<file path="src/rtl/cam_cmd_serializer.sv">
// Command serializer: accepts one CAM command, streams its key MS-beat first on the
// port group selected by the command type, then performs the action-table write and pulses done.
module cam_cmd_serializer #(
  parameter int LOOK_UP_DATA_WIDTH  = 280,
  parameter int PORT_MNG_DATA_WIDTH = 8,
  parameter int CAM_NUM             = 1024,
  localparam int BEATS = LOOK_UP_DATA_WIDTH / PORT_MNG_DATA_WIDTH,
  localparam int CW    = $clog2(BEATS),
  localparam int AW    = $clog2(CAM_NUM)
) (
  input  logic                           i_clk,
  input  logic                           i_rst,
  input  logic                           i_cmd_vld,
  output logic                           o_cmd_rdy,
  input  logic [1:0]                     i_cmd_type,
  input  logic [LOOK_UP_DATA_WIDTH-1:0]  i_cmd_key,
  input  logic [AW-1:0]                  i_cmd_addr,
  input  logic [23:0]                    i_cmd_action,
  input  logic                           i_stall,
  output logic [PORT_MNG_DATA_WIDTH-1:0] o_look_up_data,
  output logic [PORT_MNG_DATA_WIDTH-1:0] o_config_data,
  output logic [PORT_MNG_DATA_WIDTH-1:0] o_change_data,
  output logic [PORT_MNG_DATA_WIDTH-1:0] o_delete_data,
  output logic [CW-1:0]                  o_look_up_data_cnt,
  output logic [CW-1:0]                  o_config_data_cnt,
  output logic [CW-1:0]                  o_change_data_cnt,
  output logic [CW-1:0]                  o_delete_data_cnt,
  output logic                           o_look_up_data_vld,
  output logic                           o_config_data_vld,
  output logic                           o_change_data_vld,
  output logic                           o_delete_data_vld,
  output logic                           o_action_wea,
  output logic [AW-1:0]                  o_action_addra,
  output logic [23:0]                    o_action_din,
  output logic                           o_cmd_done
);

  localparam int KW = LOOK_UP_DATA_WIDTH;
  localparam int PW = PORT_MNG_DATA_WIDTH;
  localparam logic [CW-1:0] LAST_BEAT  = CW'(BEATS - 1);
  localparam logic [1:0]    CMD_LOOKUP = 2'd0;
  localparam logic [1:0]    CMD_DELETE = 2'd3;

  typedef enum logic [1:0] {IDLE, SEND, ACTION, DONE} state_t;

  state_t          state_r, state_n;
  logic [CW-1:0]   next_beat_r, next_beat_n;
  logic            last_sent_r, last_sent_n;
  logic [KW-1:0]   key_r, key_n;
  logic [1:0]      type_r, type_n;
  logic [AW-1:0]   addr_r, addr_n;
  logic [23:0]     action_r, action_n;
  logic            wea_r, wea_n;
  logic [AW-1:0]   addra_r, addra_n;
  logic [23:0]     din_r, din_n;
  logic            done_r, done_n;

  logic            beat_vld_s;
  logic [PW-1:0]   beat_data_s;
  logic [CW-1:0]   beat_cnt_s;

  logic [PW-1:0]   grp_data_r [4];
  logic [PW-1:0]   grp_data_n [4];
  logic [CW-1:0]   grp_cnt_r  [4];
  logic [CW-1:0]   grp_cnt_n  [4];
  logic [3:0]      grp_vld_r, grp_vld_n;

  assign o_cmd_rdy = (state_r == IDLE) && !i_rst;

  // Next-state and next-output computation; the key is shifted so the MS beat is always on top.
  always_comb begin
    state_n     = state_r;
    next_beat_n = next_beat_r;
    last_sent_n = last_sent_r;
    key_n       = key_r;
    type_n      = type_r;
    addr_n      = addr_r;
    action_n    = action_r;
    beat_vld_s  = 1'b0;
    beat_data_s = '0;
    beat_cnt_s  = '0;
    wea_n       = 1'b0;
    addra_n     = addra_r;
    din_n       = din_r;
    done_n      = 1'b0;

    case (state_r)
      IDLE: begin
        if (i_cmd_vld && o_cmd_rdy) begin
          type_n      = i_cmd_type;
          addr_n      = i_cmd_addr;
          action_n    = i_cmd_action;
          key_n       = i_cmd_key << PW;
          beat_vld_s  = 1'b1;
          beat_data_s = i_cmd_key[KW-1 -: PW];
          beat_cnt_s  = '0;
          next_beat_n = CW'(1);
          last_sent_n = 1'b0;
          state_n     = SEND;
        end else begin
          state_n = IDLE;
        end
      end
      SEND: begin
        if (last_sent_r) begin
          state_n = (type_r == CMD_LOOKUP) ? DONE : ACTION;
        end else if (i_stall) begin
          beat_cnt_s = next_beat_r;
        end else begin
          beat_vld_s  = 1'b1;
          beat_data_s = key_r[KW-1 -: PW];
          beat_cnt_s  = next_beat_r;
          key_n       = key_r << PW;
          if (next_beat_r == LAST_BEAT) begin
            last_sent_n = 1'b1;
          end else begin
            next_beat_n = next_beat_r + CW'(1);
          end
        end
      end
      ACTION:  state_n = DONE;
      DONE:    state_n = IDLE;
      default: state_n = IDLE;
    endcase

    if (state_n == ACTION) begin
      wea_n   = 1'b1;
      addra_n = addr_r;
      din_n   = (type_r == CMD_DELETE) ? 24'h0 : action_r;
    end else begin
      wea_n = 1'b0;
    end

    done_n = (state_n == DONE);

    // Only the group named by the command type ever carries a non-zero value.
    for (int i = 0; i < 4; i++) begin
      if ((state_n == SEND) && (type_n == i[1:0])) begin
        grp_vld_n[i]  = beat_vld_s;
        grp_data_n[i] = beat_data_s;
        grp_cnt_n[i]  = beat_cnt_s;
      end else begin
        grp_vld_n[i]  = 1'b0;
        grp_data_n[i] = '0;
        grp_cnt_n[i]  = '0;
      end
    end
  end

  // State, command context and all output registers.
  always_ff @(posedge i_clk) begin
    if (i_rst) begin
      state_r     <= IDLE;
      next_beat_r <= '0;
      last_sent_r <= 1'b0;
      key_r       <= '0;
      type_r      <= 2'd0;
      addr_r      <= '0;
      action_r    <= 24'h0;
      wea_r       <= 1'b0;
      addra_r     <= '0;
      din_r       <= 24'h0;
      done_r      <= 1'b0;
      grp_vld_r   <= 4'h0;
      for (int i = 0; i < 4; i++) begin
        grp_data_r[i] <= '0;
        grp_cnt_r[i]  <= '0;
      end
    end else begin
      state_r     <= state_n;
      next_beat_r <= next_beat_n;
      last_sent_r <= last_sent_n;
      key_r       <= key_n;
      type_r      <= type_n;
      addr_r      <= addr_n;
      action_r    <= action_n;
      wea_r       <= wea_n;
      addra_r     <= addra_n;
      din_r       <= din_n;
      done_r      <= done_n;
      grp_vld_r   <= grp_vld_n;
      for (int i = 0; i < 4; i++) begin
        grp_data_r[i] <= grp_data_n[i];
        grp_cnt_r[i]  <= grp_cnt_n[i];
      end
    end
  end

  assign o_look_up_data     = grp_data_r[0];
  assign o_config_data      = grp_data_r[1];
  assign o_change_data      = grp_data_r[2];
  assign o_delete_data      = grp_data_r[3];
  assign o_look_up_data_cnt = grp_cnt_r[0];
  assign o_config_data_cnt  = grp_cnt_r[1];
  assign o_change_data_cnt  = grp_cnt_r[2];
  assign o_delete_data_cnt  = grp_cnt_r[3];
  assign o_look_up_data_vld = grp_vld_r[0];
  assign o_config_data_vld  = grp_vld_r[1];
  assign o_change_data_vld  = grp_vld_r[2];
  assign o_delete_data_vld  = grp_vld_r[3];
  assign o_action_wea       = wea_r;
  assign o_action_addra     = addra_r;
  assign o_action_din       = din_r;
  assign o_cmd_done         = done_r;

endmodule
</file>
<file path="config.mk">
export PLATFORM = sky130hd
export DESIGN_NAME = cam_cmd_serializer
export DESIGN_NICKNAME = d
export VERILOG_FILES = /design/src/rtl/cam_cmd_serializer.sv
export SDC_FILE = /design/constraint.sdc
export NUM_CORES = 1
export LEC_CHECK = 0
export CORE_MARGIN = 2
export CORE_UTILIZATION = 38
export CTS_BUF_LIST = sky130_fd_sc_hd__clkbuf_2 sky130_fd_sc_hd__clkbuf_4 sky130_fd_sc_hd__clkbuf_8
export DETAILED_ROUTE_END_ITERATION = 16
export PLACE_DENSITY = 0.74
export SETUP_SLACK_MARGIN = 0.1
export SLEW_MARGIN = 10
export SYNTH_ARGS = -nofsm -noshare
export SYNTH_HDL_FRONTEND = slang
export SYNTH_SLANG_ARGS = --single-unit
</file>
<file path="constraint.sdc">
create_clock -name i_clk -period 2.45 [get_ports i_clk]
set_input_delay 0.49 -clock i_clk [delete_from_list [all_inputs] [get_ports i_clk]]
set_output_delay 0.49 -clock i_clk [all_outputs]
set_load 0.02 [all_outputs]
</file>
==> results.md, run 1 <==
* Largest area contributor in the netlist: dfxtp_1
* Slack of the critical path at roughly 0.17 ns
* Ys Warns at 0
* Starting DRC count in detailed routing at 1175
* Fin util at 53.8%
* CTS buffer count at 70
* Vias at 15.4k
* Area share of the largest cell type after synthesis at 51.3%
* Crit path largest cell delay at 0.46 ns
* CTS Sinks at 413
* Crit-path max FO at 12
* Post-synthesis instance area at 0.0161 mm²
* Synth cell types at 45
* Worst-case clock buffer depth at 3
* Clock Power Share at 41.3%
* Final #Nets at 2684
* Core Box Area at 0.0419 mm²
* Main synth FF type: dfxtp_1
* Async S/R FF share, synth at 0%
* DIE WIDTH at roughly 210 µm
* TNS Setup at 0 ns
* Critical path class: flip-flop to output port
* Seq/Total Area, Yosys at 51.3%
* Sw frac at approximately a quarter
* Arrival time at the worst endpoint at 1.79 ns
* Peak supply drop at 0.000369 V
* Tcrit/Tclk final at 93.0%
* Post-DP HPWL at between 30000 and 40000 µm
* Top cells by area, synth: dfxtp_1, nand2_1, a311oi_1, nor2_1, buf_2
* Cells after Synth at 2000
* Gr ovfl total at 0
* Comb power frac at 13.4%
* Final Skew at 0.0291 ns
* Layout cells sized above 1 at around 8.0%
* Max_cap viols at 0
* Setup WS pre-CTS at 0.0252 ns
* Worst setup EP type: output port
* Clk slew on worst S/H paths at 0.06 ns
* Vias per Instance at 5.19
* Post-CTS setup buffer count at 0
* Clock Latency Late Sink at about 0.61 ns
* Worst min-delay path class: primary input to flip-flop
* Synthesized Nets at 2322
* H-tree depth at 3
* Post-DP Area at between 0.02 and 0.025 mm²
* Wire per inst at 16.3 µm
* First-pass GRT wire length at around 76000 µm
* Max Slew Vio Count at 0
* GRT Util Overall at 21.3%
* GPL Wtd Cong at 0.883
* CP max stage cell: dfxtp_1
* Worst-path cell chain: nor3_2 -> dlygate4sd2_1
* Max-slew headroom at 44.0%
* Routed Wire Length at between 40000 and 50000 µm
* P_sw at 4.20 mW
* Final min period at 2.28 ns
* Internal at around 12 mW
* Slew @ Worst Pin at 0.840 ns
* Routed Antenna Nets at 0
* Drt drc at 0
* Root buffer cell: clkbuf_8
* Number of buffers added on ports at 416
* Die area at 0.0441 mm²
* RSZ-0062 raised after global routing: false
* Final setup fails at 0
* CTS tree: done
* Power per cell area at 728 mW/mm²
* Largest net degree at the start of global routing at 181
* Worst endpoint required time at 1.96 ns
* Vias in the first global route at ~15k
* Area delta synth->final at 39.9%
* Die Y at about 210 µm
* Number of flops mapped to enable cells by yosys at 0
* Row Count at 75
* Starting density of the core at 38.4%
* Seq pwr share at between 40% and 50%
* Flip-flop and latch count after synthesis at slightly above 400
* Type of origin of the critical path: flip-flop
* I/O pin count at 417
* Design area at 0.0226 mm²
* Hold Violations, Final at 0
* Most common cell after layout, fill and taps aside: nand2_1
* Pleak at 8.28 nW
* Pre-antenna DRT Iters at 5
* Max Fclk at around 440 MHz
* Synthesized area per cell at around 8 µm²
* Most frequent cells in the layout: nand2_1, clkdlybuf4s50_1, dfxtp_1
* Antenna violations before repair at 7
* Status: finished, final reports clean
==> metal layers <==
metal / vias up / GRT usage, % / share of wire [%]
li1: 7630 / - / -
met1: 7090 / 27.4 / 43
met2: 545 / 34.3 / 47
met3: 89 / 5.30 / 7.3
met4: 4 / 8.31 / 2.7
met5: - / 0 / 0.041
==> Yosys cell counts (all sizes together) (3+ instances only) <==
master,number
nand4,3
nor2b,3
a21oi,26
buf,86
nor2,340
and2,6
or2,3
nand2,632
dfxtp,413
nand3,13
a311oi,266
and4,4
o21ai,36
and3,12
inv,3
clkbuf,95
a22oi,31
==> power groups by stage <==
| stage | logic, mW | clock network (mW) | registers, mW |
|---|---|---|---|
| CTS | 2.21 | 6.97 | 7.44 |
| detailed placement | 2.20 | 0 | 7.58 |
| finish | 2.20 | 6.79 | 7.45 |
| global placement | 2.14 | 0 | 7.57 |
| floorplan | 1.24 | 0 | 7.51 |
| global route | 2.43 | 7.27 | 7.50 |
==> worst max-delay path, delay by kind of cell (launching register included) <==
family                 cells  cell delay (ns)
buffers and inverters      1             0.40
AND/OR/NAND/NOR            1             0.32
flip-flops                 1             0.46
==> path summary, 6_finish.rpt <==
path	to	slack, ns	cells past startpoint	startpoint
setup / recovery	o_cmd_rdy	0.17	2	state_r[0]
setup reg to reg	key_r[42]	0.27	6	state_r[0]
hold / removal	o_action_din[9]	0.12	2	i_rst
hold reg to reg	o_action_din[23]	0.45	2	o_action_din[23]
==> stage by stage <==
stage	std cells	power [mW]	hold slack, ns
3_3_place_gp	2829	9.71	0.435
4_1_cts	2951	16.6	0.0647
5_1_grt	2954	17.2	0.0862
3_5_place_dp	2829	9.78	0.445
2_1_floorplan	2000	8.75	0.432
6_report	2958	16.4	0.121
==> cell families after synthesis <==
group           synth area share (%)
fa+ha+maj                      0.155
flops                           51.3
xor+xnor                       0.163
buf+inv                         4.89
simple gates                    25.0
compound gates                  18.4
mux                            0.132
==> what timing repair did <==
action / CTS / global route
gates resized for setup: 2 / 1
endpoints found under the setup margin: 1 / 7
hold buffers: 0 / 0
==> final cells by class <==
type,count,area (µm²)
fillers,3777,19400
flip-flops and latches,413,8270
multi-input cells,1403,7100
repair buffers,471,4930
clock buffers,104,1360
well taps,539,674
clock inverters,18,209
diodes,7,17.5
inverters,3,11.3
==> state kept, by name, indices dropped and copies added (netlist names) <==
signal / flops
action_r: 24
last_sent_r: 1
key_r: 272
grp_data_r: 32
o_action_addra: 10
type_r: 2
addr_r: 10
grp_cnt_r: 24
o_cmd_done: 1
state_r: 2
grp_vld_r: 4
o_action_wea: 1
o_action_din: 24
next_beat_r: 6
Power figures use the tool's default switching activity.
==> run 2, diff against run 1 <==
--- a/config.mk
+++ b/config.mk
@@ -5,9 +5,11 @@
 export SDC_FILE = /design/constraint.sdc
 export NUM_CORES = 1
 export LEC_CHECK = 0
+export CAP_MARGIN = 20
 export CORE_MARGIN = 2
 export CORE_UTILIZATION = 38
 export CTS_BUF_LIST = sky130_fd_sc_hd__clkbuf_2 sky130_fd_sc_hd__clkbuf_4 sky130_fd_sc_hd__clkbuf_8
+export CTS_CLUSTER_DIAMETER = 50
 export DETAILED_ROUTE_END_ITERATION = 16
 export PLACE_DENSITY = 0.74
 export SETUP_SLACK_MARGIN = 0.1
==> results.md, run 2 (synthesized netlist as in run 1, its figures left out) <==
* Post-CTS setup buffer count at 0 (unchanged)
* Wire per inst at 16.4 µm (+0.38%)
* Internal at 12.1 mW (-0.85%)
* Peak supply drop at 0.000340 V (-7.9%)
* Worst setup EP type: output port
* CTS buffer count at 70 (unchanged)
* Starting DRC count in detailed routing at 1123 (-4.4%)
* Comb power frac at 13.5% (about the same)
* Min-delay src: i_rst
* CP max stage cell: dfxtp_1
* Hold Path Depth at 2 (unchanged)
* Largest net degree at the start of global routing at 181 (unchanged)
* Starting density of the core at 38.4% (unchanged)
* Clock Power Share at 40.7% (-0.6 points)
* Routed Wire Length at 48500 µm (+0.45%)
* TNS Setup at 0 ns (unchanged)
* Worst-path cell chain: nor3_2 -> dlygate4sd2_1
* Max Fclk at 441 MHz (+0.44%)
* Pleak at 8.27 nW (-0.11%)
* Top flop regs: key_r x272, grp_data_r x32
* Slew @ Worst Pin at 0.849 ns (+0.00926 ns)
* Crit path largest cell delay at 0.47 ns (about the same)
* Gr ovfl total at 0 (unchanged)
* Row Count at 75 (unchanged)
* Final setup fails at 0 (unchanged)
* Vias at 15.4k (+0.16%)
* CTS Sinks at 413 (unchanged)
* Most common cell after layout, fill and taps aside: nand2_1
* Hold Path Sink: type_r[0]
* Layout fillers at 3780 (+0.079%)
* Design area at 0.0225 mm² (about the same)
* Final min period at 2.27 ns (-0.00995 ns)
* Worst min-delay path class: primary input to flip-flop
* Status: finished, final reports clean
* Post-DP HPWL at 34000 µm (+0.56%)
* CTS tree: done
* Drt drc at 0 (unchanged)
* Vias in the first global route at 14.7k (+1.4%)
* Post-DP Area at 0.0210 mm² (about the same)
* Worst endpoint required time at 1.96 ns (about the same)
* Tcrit/Tclk final at 92.6% (-0.41 points)
* Max Slew Vio Count at 0 (unchanged)
* Die area at 0.0441 mm² (unchanged)
* Power per cell area at 722 mW/mm² (-0.93%)
* First-pass GRT wire length at 76400 µm (+0.83%)
* Die Y at 210 µm (unchanged)
* DIE WIDTH at 210 µm (unchanged)
* Clk slew on worst S/H paths at 0.06 ns (about the same)
* Antenna violations before repair at 10 (+3)
* Worst r2r src: state_r[0]
* Routed Antenna Nets at 0 (unchanged)
* Seq pwr share at 45.8% (+0.5 points)
* Clock Latency Late Sink at 0.60 ns (about the same)
* Max_cap viols at 0 (unchanged)
* Final #Nets at 2685 (+0.037%)
* Sw frac at 25.4% (-0.13 points)
* CP delay by family, top: flip-flops
* Max FFs per register at 272 (unchanged)
* Pre-antenna DRT Iters at 5 (unchanged)
* Type of origin of the critical path: flip-flop
* Area delta synth->final at 39.8% (about the same)
* Worst-case clock buffer depth at 3 (unchanged)
* Arrival time at the worst endpoint at 1.78 ns (about the same)
* GRT Util Overall at 21.4% (+0.15 points)
* End of the worst register-to-register path: key_r[179]
* Layout cells sized above 1 at 7.96% (about the same)
* R2R Setup Slk at 0.31 ns (+0.04 ns)
* RSZ-0062 raised after global routing: false
* Overall Power at 16.3 mW (-1.0%)
* Critical path class: flip-flop to output port
* Most frequent cells in the layout: nand2_1, clkdlybuf4s50_1, dfxtp_1
* Hold Violations, Final at 0 (unchanged)
* I/O pin count at 417 (unchanged)
* Crit-path max FO at 12 (unchanged)
* P_sw at 4.13 mW (-1.5%)
* CP bufs+invs at 1 (unchanged)
* Top reg by flops: key_r
* GPL Wtd Cong at 0.883 (unchanged)
* Vias per Instance at 5.20 (about the same)
* Fin util at 53.8% (about the same)
* H-tree depth at 3 (unchanged)
* Cells on worst reg2reg path at 6 (unchanged)
* Max-slew headroom at 43.4% (-0.62 points)
* Final Skew at 0.0306 ns (+0.00152 ns)
* Number of buffers added on ports at 416 (unchanged)
* Core Box Area at 0.0419 mm² (unchanged)
* Root buffer cell: clkbuf_8
==> run 2: cell types whose count changed in the layout (fill, tap and decap cells not counted), sizes merged <==
cell	before	now
clkinv	10	4
diode	7	8
buf	56	57
bufinv	4	2
clkbuf	104	112
==> run 2: what timing repair did <==
action / CTS / global route
hold buffers: 0 / 0
endpoints found under the setup margin: 1 / 0
gates resized for setup: 2 / 0
==> run 2: how the worst max path moves through the flow <==
stage | startpoint | endpoint | slack (ns) | depth (start not counted)
after detailed placement | i_cmd_vld | key_r[179] | 0.03 | 7
final | state_r[0] | o_cmd_rdy | 0.18 | 2
after global routing | state_r[0] | o_cmd_rdy | 0.11 | 2
after floorplan | i_rst | o_cmd_rdy | 0.63 | 3
after global placement | i_cmd_vld | grp_cnt_r[2][0] | 0.10 | 6
after CTS | state_r[0] | o_cmd_rdy | 0.17 | 2
==> run 2: layer usage <==
layer	GRT usage (%)	share of wire, %	vias to the layer above
li1	-	-	7645
met1	27.3	43	7084
met2	34.6	46	570
met3	5.53	7.9	78
met4	8.93	2.7	6
met5	0	0.070	-
==> run 2: final cells by class <==
type                            count  area, µm²  area share (%)
Antenna cell                        8       20.0          0.0888
Clock buffer                      112       1420            6.28
Clock inverter                     10        115           0.511
Inverter                            3       11.3          0.0499
Multi-Input combinational cell   1403       7100            31.5
Sequential cell                   413       8270            36.7
Tap cell                          539        674            2.99
Timing Repair Buffer              472       4940            21.9
==> run 2: power by group through the flow <==
stage / Combinational (mW) / Clock, mW / Sequential [mW]
after floorplan: 1.24 / 0 / 7.51
after global placement: 2.14 / 0 / 7.57
after detailed placement: 2.20 / 0 / 7.58
after CTS: 2.21 / 6.78 / 7.45
after global routing: 2.44 / 7.08 / 7.50
final: 2.20 / 6.62 / 7.45
==> run 2: metrics by stage <==
step                      std cells  hold slack [ns]  setup slack [ns]
after floorplan                2000            0.432             0.630
after global placement         2829            0.435             0.102
after detailed placement       2830            0.442            0.0344
after CTS                      2952           0.0935             0.170
after global routing           2956            0.109             0.109
final                          2960            0.153             0.181
==> run 3, diff against run 2 <==
--- a/config.mk
+++ b/config.mk
@@ -10,7 +10,9 @@
 export CORE_UTILIZATION = 38
 export CTS_BUF_LIST = sky130_fd_sc_hd__clkbuf_2 sky130_fd_sc_hd__clkbuf_4 sky130_fd_sc_hd__clkbuf_8
 export CTS_CLUSTER_DIAMETER = 50
+export CTS_CLUSTER_SIZE = 14
 export DETAILED_ROUTE_END_ITERATION = 16
+export GPL_TIMING_DRIVEN = 0
 export PLACE_DENSITY = 0.74
 export SETUP_SLACK_MARGIN = 0.1
 export SLEW_MARGIN = 10
==> results.md, run 3 (synthesized netlist as in run 1, its figures left out) <==
* Area delta synth->final at 35.9%
* Power per cell area at 643 mW/mm² (-11%)
* Pleak at 8.10 nW (-2.0%)
* Drt drc at 0 (unchanged)
* Final Skew at 0.0214 ns (-0.00917 ns)
* Die area at 0.0441 mm² (unchanged)
* End of the worst register-to-register path: key_r[50]
* Cells on worst reg2reg path at 7 (+1)
* Most common cell after layout, fill and taps aside: nand2_1
* Final #Nets at 2784 (+3.7%)
* R2R Setup Slk at 0.16 ns (-0.15 ns)
* Critical path class: flip-flop to flip-flop
* Max Slew Vio Count at 0 (unchanged)
* Top flop regs: key_r x272, grp_data_r x32
* Worst endpoint required time at 2.97 ns (+1.01 ns)
* Type of origin of the critical path: flip-flop
* Fin util at 52.3% (-1.5 points)
* Largest net degree at the start of global routing at 15 (-92%)
* Antenna violations before repair at 17 (+7)
* Post-CTS Hold Fix Bufs at 0 (unchanged)
* Clock Latency Late Sink at 0.62 ns (+0.02 ns)
* DIE WIDTH at 210 µm (unchanged)
* Die Y at 210 µm (unchanged)
* Root buffer cell: clkbuf_8
* Fin Hold WS at 0.422 ns (+0.269 ns)
* Hold Path Sink: addr_r[2]
* Slack of the critical path at 0.162 ns (-0.0192 ns)
* Setup WS pre-CTS at -0.882 ns (-0.917 ns)
* CTS tree: done
* Worst setup EP type: flip-flop
* Core Box Area at 0.0419 mm² (unchanged)
* Post-DP HPWL at 40000 µm (+18%)
* Clk slew on worst S/H paths at 0.09 ns (+0.03 ns)
* Crit-path max FO at 10 (-2)
* Worst min-delay path class: primary input to flip-flop
* Number of buffers added on ports at 416 (unchanged)
* Worst-case clock buffer depth at 3 (unchanged)
* Min-delay src: i_cmd_addr[2]
* H-tree depth at 2 (-1)
* Pre-antenna DRT Iters at 6 (+1)
* Hold Violations, Final at 0 (unchanged)
* Overall Power at 14.1 mW (-13%)
* Layout cells sized above 1 at 8.21% (+0.25 points)
* I/O pin count at 417 (unchanged)
* Worst r2r src: state_r[1]
* RSZ-0062 raised after global routing: true
* Wire per inst at 17.5 µm (+6.5%)
* GRT Util Overall at 23.0% (+1.6 points)
* Max Fclk at 437 MHz (-0.84%)
* Hold Path Depth at 3 (+1)
* CTS Sinks at 413 (unchanged)
* Starting DRC count in detailed routing at 1016 (-9.5%)
* Row Count at 75 (unchanged)
* Final setup fails at 0 (unchanged)
* Max FFs per register at 272 (unchanged)
* Max-slew headroom at 50.5% (+7.1 points)
* Tcrit/Tclk final at 93.4% (+0.78 points)
* Top reg by flops: key_r
* Slew @ Worst Pin at 0.743 ns (-0.107 ns)
* Vias per Instance at 5.29 (+1.8%)
* GPL Wtd Cong at 0.921 (+4.2%)
* Routed Wire Length at 53000 µm (+9.1%)
* Vias in the first global route at 15.5k (+5.6%)
* Starting density of the core at 38.4% (unchanged)
* First-pass GRT wire length at 81400 µm (+6.5%)
* Max_cap viols at 0 (unchanged)
* Routed Antenna Nets at 0 (unchanged)
* Gr ovfl total at 0 (unchanged)
* Final min period at 2.29 ns (+0.0192 ns)
* Arrival time at the worst endpoint at 2.81 ns (+1.03 ns)
* Vias at 16.0k (+4.3%)
* Status: finished, final reports clean
* Peak supply drop at 0.000361 V (+6.3%)
* CTS buffer count at 43 (-39%)
* Most frequent cells in the layout: nand2_1, clkdlybuf4s50_1, dfxtp_1
==> run 3: changes by cell type in the layout (fill, tap and decap cells not counted), moves of 12 or more <==
cell,delta
buf_2,+69
clkbuf_8,-45
buf_4,-23
clkbuf_2,+45
clkbuf_1,+55
clkbuf_4,-12
buf_12,-28
==> run 3: critical path: stages (launching register included) <==
cell	delay [ns]
dfxtp_1	0.47
buf_2	0.27
nand2b_1	0.12
buf_2	0.21
buf_2	0.36
clkbuf_2	0.30
nand2_1	0.11
a311oi_1	0.34
==> run 3: through the flow <==
stage               instances  cell area [µm²]  TNS, ns
floorplan                2000            16100        0
detailed placement       2955            21000  -216.97
CTS                      3025            21800        0
global route             3030            21900        0
finish                   3033            21900        0
global placement         2955            21000  -215.12
==> run 3: layer usage <==
| metal | global-route usage [%] | vias up | share of wire [%] |
|---|---|---|---|
| met5 | 0 | - | 0.24 |
| met4 | 7.75 | 18 | 2.7 |
| met3 | 6.54 | 117 | 8.3 |
| met2 | 39.0 | 628 | 47 |
| met1 | 28.0 | 7454 | 41 |
| li1 | - | 7828 | - |
==> run 3: layout make-up <==
type / count / area, µm²
Clock buffer: 50 / 663
Multi-Input combinational cell: 1403 / 7100
Timing Repair Buffer: 417 / 4170
Antenna cell: 8 / 20.0
Clock inverter: 19 / 158
Tap cell: 539 / 674
Buffer: 181 / 855
Inverter: 3 / 11.3
Sequential cell: 413 / 8270
Fill cell: 3902 / 20000
==> run 3: worst max-delay path by stage <==
stage	start	endpoint	slack [ns]	cells past startpoint
after floorplan	i_rst	o_cmd_rdy	0.63	3
after global placement	i_rst	o_cmd_rdy	-0.95	5
after detailed placement	i_rst	o_cmd_rdy	-0.88	5
after CTS	state_r[0]	key_r[205]	0.11	7
after global routing	state_r[1]	key_r[140]	0.04	7
final	state_r[1]	key_r[50]	0.16	7
==> run 3: what timing repair did <==
item / in CTS / in global routing
setup endpoints to repair: 267 / 253
gates cloned: 0 / 0
gates resized for setup: 13 / 90
endpoints found under the hold margin: 0 / 0
setup buffers: 1 / 0
pin swaps: 1 / 0
==> run 3: power breakdown <==
| part | switching (mW) | internal, mW | total, mW |
|---|---|---|---|
| Clock | 2.57 | 1.87 | 4.44 |
| Sequential | 0.268 | 7.18 | 7.45 |
| Combinational | 1.19 | 1.03 | 2.22 |
